File: src/rtl/adrf_spi_pkg.sv
// adrf_spi_pkg: shared constants and FSM state type for the ADRF SPI responder.
// Frame layout (MSB first): [23:17] address, [16] R/W (1 = read), [15:0] data.
package adrf_spi_pkg;

  localparam int FRAME_W    = 24;
  localparam int ADDR_MSB   = 23;
  localparam int RW_BIT     = 16;
  localparam int DATA_MSB   = 15;
  localparam int HDR_BITS   = 8;
  localparam int CNT_W      = 5;
  localparam int ADDR_W_DEF = 7;
  localparam int DATA_W_DEF = 16;

  typedef enum logic [1:0] {
    IDLE,
    HDR,
    DATA,
    DONE
  } state_t;

endpackage

File: src/rtl/adrf_spi_regfile.sv
// adrf_spi_regfile: mirror of the ADRF register space. One synchronous write
// port, a combinational side read port and, when ADRF_SPI_RESPONDER_READBACK_EN
// is defined, a second combinational read port feeding the readback shifter.
module adrf_spi_regfile
  import adrf_spi_pkg::*;
#(
  parameter int ADDR_W = ADDR_W_DEF,
  parameter int DATA_W = DATA_W_DEF
) (
  input  logic              GCLK,
  input  logic              reset,
`ifdef ADRF_SPI_RESPONDER_READBACK_EN
  input  logic [ADDR_W-1:0] rb_addr,
  output logic [DATA_W-1:0] rb_data,
`endif
  input  logic              we,
  input  logic [ADDR_W-1:0] waddr,
  input  logic [DATA_W-1:0] wdata,
  input  logic [ADDR_W-1:0] cfg_raddr,
  output logic [DATA_W-1:0] cfg_rdata
);

  localparam int DEPTH = 1 << ADDR_W;

  logic [DATA_W-1:0] mem [DEPTH];

  // Every entry clears on reset; completed write frames land here.
  always_ff @(posedge GCLK or posedge reset) begin
    if (reset) begin
      for (int i = 0; i < DEPTH; i++) mem[i] <= '0;
    end else if (we) begin
      mem[waddr] <= wdata;
    end
  end

  assign cfg_rdata = mem[cfg_raddr];

`ifdef ADRF_SPI_RESPONDER_READBACK_EN
  assign rb_data = mem[rb_addr];
`endif

endmodule

File: src/rtl/adrf_spi_responder.sv
// adrf_spi_responder: receiving end of the 24-bit ADRF register-write stream.
// Decodes frames into a mirror register file, reports writes and aborts.
// Optional feature macro: ADRF_SPI_RESPONDER_READBACK_EN (serial readback on
// ADRF_SPI_SDO); when undefined ADRF_SPI_SDO is tied low.
module adrf_spi_responder
  import adrf_spi_pkg::*;
#(
  parameter int ADDR_W = ADDR_W_DEF,
  parameter int DATA_W = DATA_W_DEF
) (
  input  logic              GCLK,
  input  logic              reset,
  input  logic              ADRF_CS,
  input  logic              ADRF_SPI_IN,
  output logic              ADRF_SPI_SDO,
  output logic              WR_VALID,
  output logic [ADDR_W-1:0] WR_ADDR,
  output logic [DATA_W-1:0] WR_DATA,
  output logic              FRAME_ERR,
  output logic [7:0]        FRAME_COUNT,
  input  logic [ADDR_W-1:0] CFG_RADDR,
  output logic [DATA_W-1:0] CFG_RDATA
);

  localparam logic [CNT_W-1:0] CNT_HDR_LAST = CNT_W'(HDR_BITS - 1);
  localparam logic [CNT_W-1:0] CNT_LAST     = CNT_W'(FRAME_W - 1);
  localparam logic [CNT_W-1:0] CNT_MAX      = CNT_W'(FRAME_W);

  state_t             state, state_nxt;
  logic [CNT_W-1:0]   bit_cnt;
  logic [FRAME_W-1:0] shift_reg;
  logic               commit;

  logic               sampling;
  logic               abort;
  logic               last_bit;
  logic [ADDR_W-1:0]  frame_addr;
  logic               frame_rw;
  logic [DATA_W-1:0]  frame_data;
  logic               mirror_we;

  assign sampling   = !ADRF_CS && (state != DONE);
  assign abort      = ADRF_CS && ((state == HDR) || (state == DATA));
  assign last_bit   = !ADRF_CS && (state == DATA) && (bit_cnt == CNT_LAST);
  assign frame_addr = shift_reg[ADDR_MSB -: ADDR_W];
  assign frame_rw   = shift_reg[RW_BIT];
  assign frame_data = shift_reg[DATA_MSB -: DATA_W];
  assign mirror_we  = commit && !frame_rw;

  // State register.
  always_ff @(posedge GCLK or posedge reset) begin
    if (reset) state <= IDLE;
    else       state <= state_nxt;
  end

  // Frame sequencing: header bits, data bits, then hold until CS releases.
  always_comb begin
    state_nxt = state;
    case (state)
      IDLE: if (!ADRF_CS) state_nxt = HDR;
      HDR: begin
        if (ADRF_CS)                       state_nxt = IDLE;
        else if (bit_cnt == CNT_HDR_LAST)  state_nxt = DATA;
      end
      DATA: begin
        if (ADRF_CS)                       state_nxt = IDLE;
        else if (bit_cnt == CNT_LAST)      state_nxt = DONE;
      end
      DONE: if (ADRF_CS) state_nxt = IDLE;
      default: state_nxt = IDLE;
    endcase
  end

  // Bit counter and input shifter; bits after the 24th are not sampled.
  always_ff @(posedge GCLK or posedge reset) begin
    if (reset) begin
      bit_cnt   <= '0;
      shift_reg <= '0;
    end else begin
      if (abort || ((state == DONE) && ADRF_CS)) bit_cnt <= '0;
      else if (sampling && (bit_cnt != CNT_MAX))  bit_cnt <= bit_cnt + 1'b1;
      if (sampling) shift_reg <= {shift_reg[FRAME_W-2:0], ADRF_SPI_IN};
    end
  end

  // Frame completion one edge after the last bit, plus abort reporting.
  always_ff @(posedge GCLK or posedge reset) begin
    if (reset) begin
      commit      <= 1'b0;
      WR_VALID    <= 1'b0;
      FRAME_ERR   <= 1'b0;
      WR_ADDR     <= '0;
      WR_DATA     <= '0;
      FRAME_COUNT <= '0;
    end else begin
      commit    <= last_bit;
      WR_VALID  <= mirror_we;
      FRAME_ERR <= abort;
      if (commit) FRAME_COUNT <= FRAME_COUNT + 8'd1;
      if (mirror_we) begin
        WR_ADDR <= frame_addr;
        WR_DATA <= frame_data;
      end
    end
  end

`ifdef ADRF_SPI_RESPONDER_READBACK_EN
  localparam int LEFT_W = $clog2(DATA_W);

  logic [ADDR_W-1:0] rb_addr;
  logic [DATA_W-1:0] rb_data;
  logic [DATA_W-1:0] rb_shift;
  logic [LEFT_W-1:0] rb_left;
  logic              rb_load;

  // The address is complete in the low shifter bits when the R/W bit arrives.
  assign rb_addr = shift_reg[ADDR_W-1:0];
  assign rb_load = !ADRF_CS && (state == HDR) && (bit_cnt == CNT_HDR_LAST) && ADRF_SPI_IN;

  // Readback shifter: MSB on the R/W edge, then one bit per data edge.
  always_ff @(posedge GCLK or posedge reset) begin
    if (reset) begin
      ADRF_SPI_SDO <= 1'b0;
      rb_shift     <= '0;
      rb_left      <= '0;
    end else if (rb_load) begin
      ADRF_SPI_SDO <= rb_data[DATA_W-1];
      rb_shift     <= {rb_data[DATA_W-2:0], 1'b0};
      rb_left      <= LEFT_W'(DATA_W - 1);
    end else if (!ADRF_CS && (state == DATA) && (rb_left != '0)) begin
      ADRF_SPI_SDO <= rb_shift[DATA_W-1];
      rb_shift     <= {rb_shift[DATA_W-2:0], 1'b0};
      rb_left      <= rb_left - 1'b1;
    end else begin
      ADRF_SPI_SDO <= 1'b0;
      rb_left      <= '0;
    end
  end
`else
  assign ADRF_SPI_SDO = 1'b0;
`endif

  adrf_spi_regfile #(
    .ADDR_W(ADDR_W),
    .DATA_W(DATA_W)
  ) u_regfile (
    .GCLK     (GCLK),
    .reset    (reset),
`ifdef ADRF_SPI_RESPONDER_READBACK_EN
    .rb_addr  (rb_addr),
    .rb_data  (rb_data),
`endif
    .we       (mirror_we),
    .waddr    (frame_addr),
    .wdata    (frame_data),
    .cfg_raddr(CFG_RADDR),
    .cfg_rdata(CFG_RDATA)
  );

endmodule

File: config.mk
export PLATFORM = sky130hd
export DESIGN_NAME = adrf_spi_responder
export DESIGN_NICKNAME = d
export VERILOG_FILES = /design/src/rtl/adrf_spi_pkg.sv /design/src/rtl/adrf_spi_regfile.sv /design/src/rtl/adrf_spi_responder.sv
export SDC_FILE = /design/constraint.sdc
export NUM_CORES = 2
export LEC_CHECK = 0
export ABC_AREA = 1
export BUFFER_PORTS_ARGS = -buffer_cell sky130_fd_sc_hd__buf_2
export CAP_MARGIN = 10
export CORE_ASPECT_RATIO = 0.6
export CORE_MARGIN = 5
export CORE_UTILIZATION = 55
export DETAILED_ROUTE_END_ITERATION = 8
export HOLD_SLACK_MARGIN = 0.06
export PLACE_DENSITY = 0.73
export SYNTH_ARGS = -nofsm -noshare
export SYNTH_HDL_FRONTEND = slang
export SYNTH_HIERARCHICAL = 1
export SYNTH_SLANG_ARGS = --single-unit
File: constraint.sdc
create_clock -name GCLK -period 58.5 [get_ports GCLK]
set_input_delay 5.85 -clock GCLK [delete_from_list [all_inputs] [get_ports GCLK]]
set_output_delay 5.85 -clock GCLK [all_outputs]
set_load 0.1 [all_outputs]
==> impl_metrics.ini <==
[route]
drt-total-wl_mm = 300
vias_per_cell = 6.15
routed-via-count = 83500
ant_nets = 0
drc_errors = 0
dr.pass1.iters = 9
wl_per_cell_microns = 22.1
detail_route.iter0.violations = 12200

[yosys]
synth-seq-cells = 2113
async_flop_share = 1.00
synth_area_sq_um = 96000
yosysWarnings = 6
synth_nets = 11800
synth_flop_cell = dfrtp_1
yosysUniqueCellTypes = 33
synth_edf_count = 0
syn-instance-count = 11800
synth_area_per_cell_sq_um = 8.15
ys_seq_area_frac = 0.551

[floorplan]
chipHeight_microns = 334
die_w_microns = 549
die_area_sq_um = 183000
start_util = 0.555
num_io_pins = 61
rows = 118
core_area_sq_um = 173000

[clock_network]
clock-sinks = 2113
postCtsSetupRepairBufs = 0
cts_resized = 0
cts_made_buffers = 196
cts_tree = done
clk_latency_ns = 0.84
root_buffer = clkbuf_16
ctsLongestPathBuffers = 4
hold_buffers = 0
htreeDepth = 4
path_clk_slew_ns = 0.06

[sta]
grt_setup_unrepaired = no
skew_ns = 0.0378
worst_slew_pin_slew_ns = 1.31
final-setup-viol-count = 0
period_minus_slack_ns = 17.22
timing.fmax_ghz = 0.0581
fin_crit_sh = 0.294
maxSlewHeadroom = 0.122
timing.final.hold_violations = 0
setup_tns_ns = 0
slew_violations = 0

[setup_path]
crit_start = CFG_RADDR[1]
cp-end-kind = primary output
path_class = input pin to primary output
worstPathArrival_ns = 11.37
r2r_slack_ns = 54.42
critical_path_required_ns = 52.65
ff2ff_path_depth = 7
cp-start-kind = input pin
worstReg2RegEnd = u_regfile/mem[118]$_DFFE_PP0P_
crit_fanout = 156
reg2reg_from = shift_reg[18]$_DFFE_PP0P_

[hold_path]
hold_depth = 2
hp-class = flip-flop to flip-flop
min_from = WR_DATA[14]$_DFFE_PP0P_
hold_end = WR_DATA[14]$_DFFE_PP0P_

[global_route]
grt_pass1_wl_mm = 469
grt_use_total = 0.322
antenna_found_initial = 8
grt_pass1_vias = 79500
grt_max_degree = 221
grt_overflow = 0

[cells_and_area]
largest_reg_flops = 2048
finish.net_count = 11100
drive_gt1_frac = 0.0635
final_cells = 13600
fillers = 15000
syn_to_final_growth_pct = 6.70

[power]
leakage_nw = 45.4
peakVddDrop_v = 0.0000295
power.density_nw_per_um2 = 32.0

[place]
routabilityCongestion = 0.900
placed_cells = 13200
io_buffers = 59
detailed_place_hpwl_mm = 170

[outcome]
status = completed

[flow_run]
cap_violations = 0
==> cell families after synthesis <==
kind of cell / share of synthesized area
other: 0.0000390
and+or+nand+nor: 0.282
AOI/OAI and AO/OA: 0.114
adders and majority gates: 0.00104
xor gates and xnor gates: 0.000821
buffers and inverters: 0.0515
DFF: 0.551
==> critical path, cell delays in order <==
cell     delay (ns)
buf_8          0.21
inv_8          0.61
buf_12         0.57
buf_4          0.96
buf_4          0.74
nand3_1        0.17
nand3_1        0.12
nand3_1        0.19
nand3_1        0.20
nand3_1        0.14
nand3_1        0.25
nand2_1        0.19
buf_2          0.34
==> how the worst max path moves through the flow <==
| stage | end | slack (ns) | cells after the start |
|---|---|---|---|
| after floorplan | u_regfile/mem[0]$_DFFE_PP0P_ | 24.21 | 1 |
| after detailed placement | CFG_RDATA[11] | 41.63 | 13 |
| final | CFG_RDATA[11] | 41.28 | 13 |
| after CTS | CFG_RDATA[11] | 41.61 | 13 |
| after global routing | CFG_RDATA[7] | 41.41 | 13 |
| after global placement | CFG_RDATA[11] | 41.63 | 13 |
==> report_power, final <==
group	internal (mW)	switching, mW
sequential	1.47	0.0155
clock	0.732	0.564
combinational	0.0541	0.441
total	2.26	1.02
==> cell type report <==
| cell class | instances | area [sq um] | area share |
|---|---|---|---|
| Sequential cell | 2113 | 52900 | 0.516 |
| Multi-Input combinational cell | 8512 | 38300 | 0.373 |
| Clock buffer | 281 | 5750 | 0.0561 |
| Tap cell | 2340 | 2930 | 0.0286 |
| Timing Repair Buffer | 204 | 1660 | 0.0162 |
| Clock inverter | 50 | 592 | 0.00577 |
| Inverter | 84 | 400 | 0.00391 |
| Antenna cell | 3 | 7.51 | 0.0000733 |
==> stage by stage <==
| step | setup WS (ns) | cell area [sq um] | total power [mW] | hold WS (ns) | util |
|---|---|---|---|---|---|
| global route | 41.41 | 102000 | 3.37 | 0.494 | 0.592 |
| CTS | 41.61 | 102000 | 3.28 | 0.483 | 0.591 |
| floorplan | 24.21 | 96100 | 1.80 | 0.453 | - |
| global placement | 41.63 | 96000 | 1.99 | 0.463 | 0.555 |
| finish | 41.28 | 102000 | 3.28 | 0.481 | 0.592 |
| detailed placement | 41.63 | 96000 | 1.99 | 0.467 | 0.555 |
==> per-layer routing <==
metal / routed length [microns] / up-vias / GRT usage
li1: - / 37400 / -
met1: 127000 / 40600 / 0.475
met2: 125000 / 4836 / 0.463
met3: 36700 / 714 / 0.0817
met4: 11500 / 2 / 0.117
met5: 15 / - / 0
==> cell usage after synthesis (53+ instances only) <==
| cell type | n | area share |
|---|---|---|
| clkbuf_1 | 835 | 0.033 |
| a21oi_1 | 160 | 0.0083 |
| nor2_1 | 178 | 0.0070 |
| nand3_1 | 2024 | 0.11 |
| o21ai_1 | 132 | 0.0069 |
| buf_1 | 54 | 0.0021 |
| o21ai_0 | 1704 | 0.089 |
| buf_2 | 112 | 0.0058 |
| nand2_1 | 4105 | 0.16 |
| buf_6 | 53 | 0.0062 |
| inv_1 | 69 | 0.0027 |
| o21ai_2 | 110 | 0.010 |
| dfrtp_1 | 2113 | 0.55 |
==> layout by cell type, fill, tap and decap left out, types with 7 or more instances in the layout <==
cell	n
bufinv_16	12
clkbuf_16	200
clkinvlp_4	7
nand3_1	2024
dfrtp_1	2113
nor2_4	12
buf_12	10
xor2_1	8
buf_2	55
nand2_1	4105
buf_4	128
o21ai_0	1704
clkbuf_1	37
clkinv_2	27
nand2_4	40
a21oi_1	160
o21ai_1	132
inv_4	18
inv_1	51
clkbuf_8	44
inv_2	9
nor3_1	8
o21ai_2	110
nor2_1	174
ha_1	8
No activity file was read; power rests on OpenSTA's default activity.
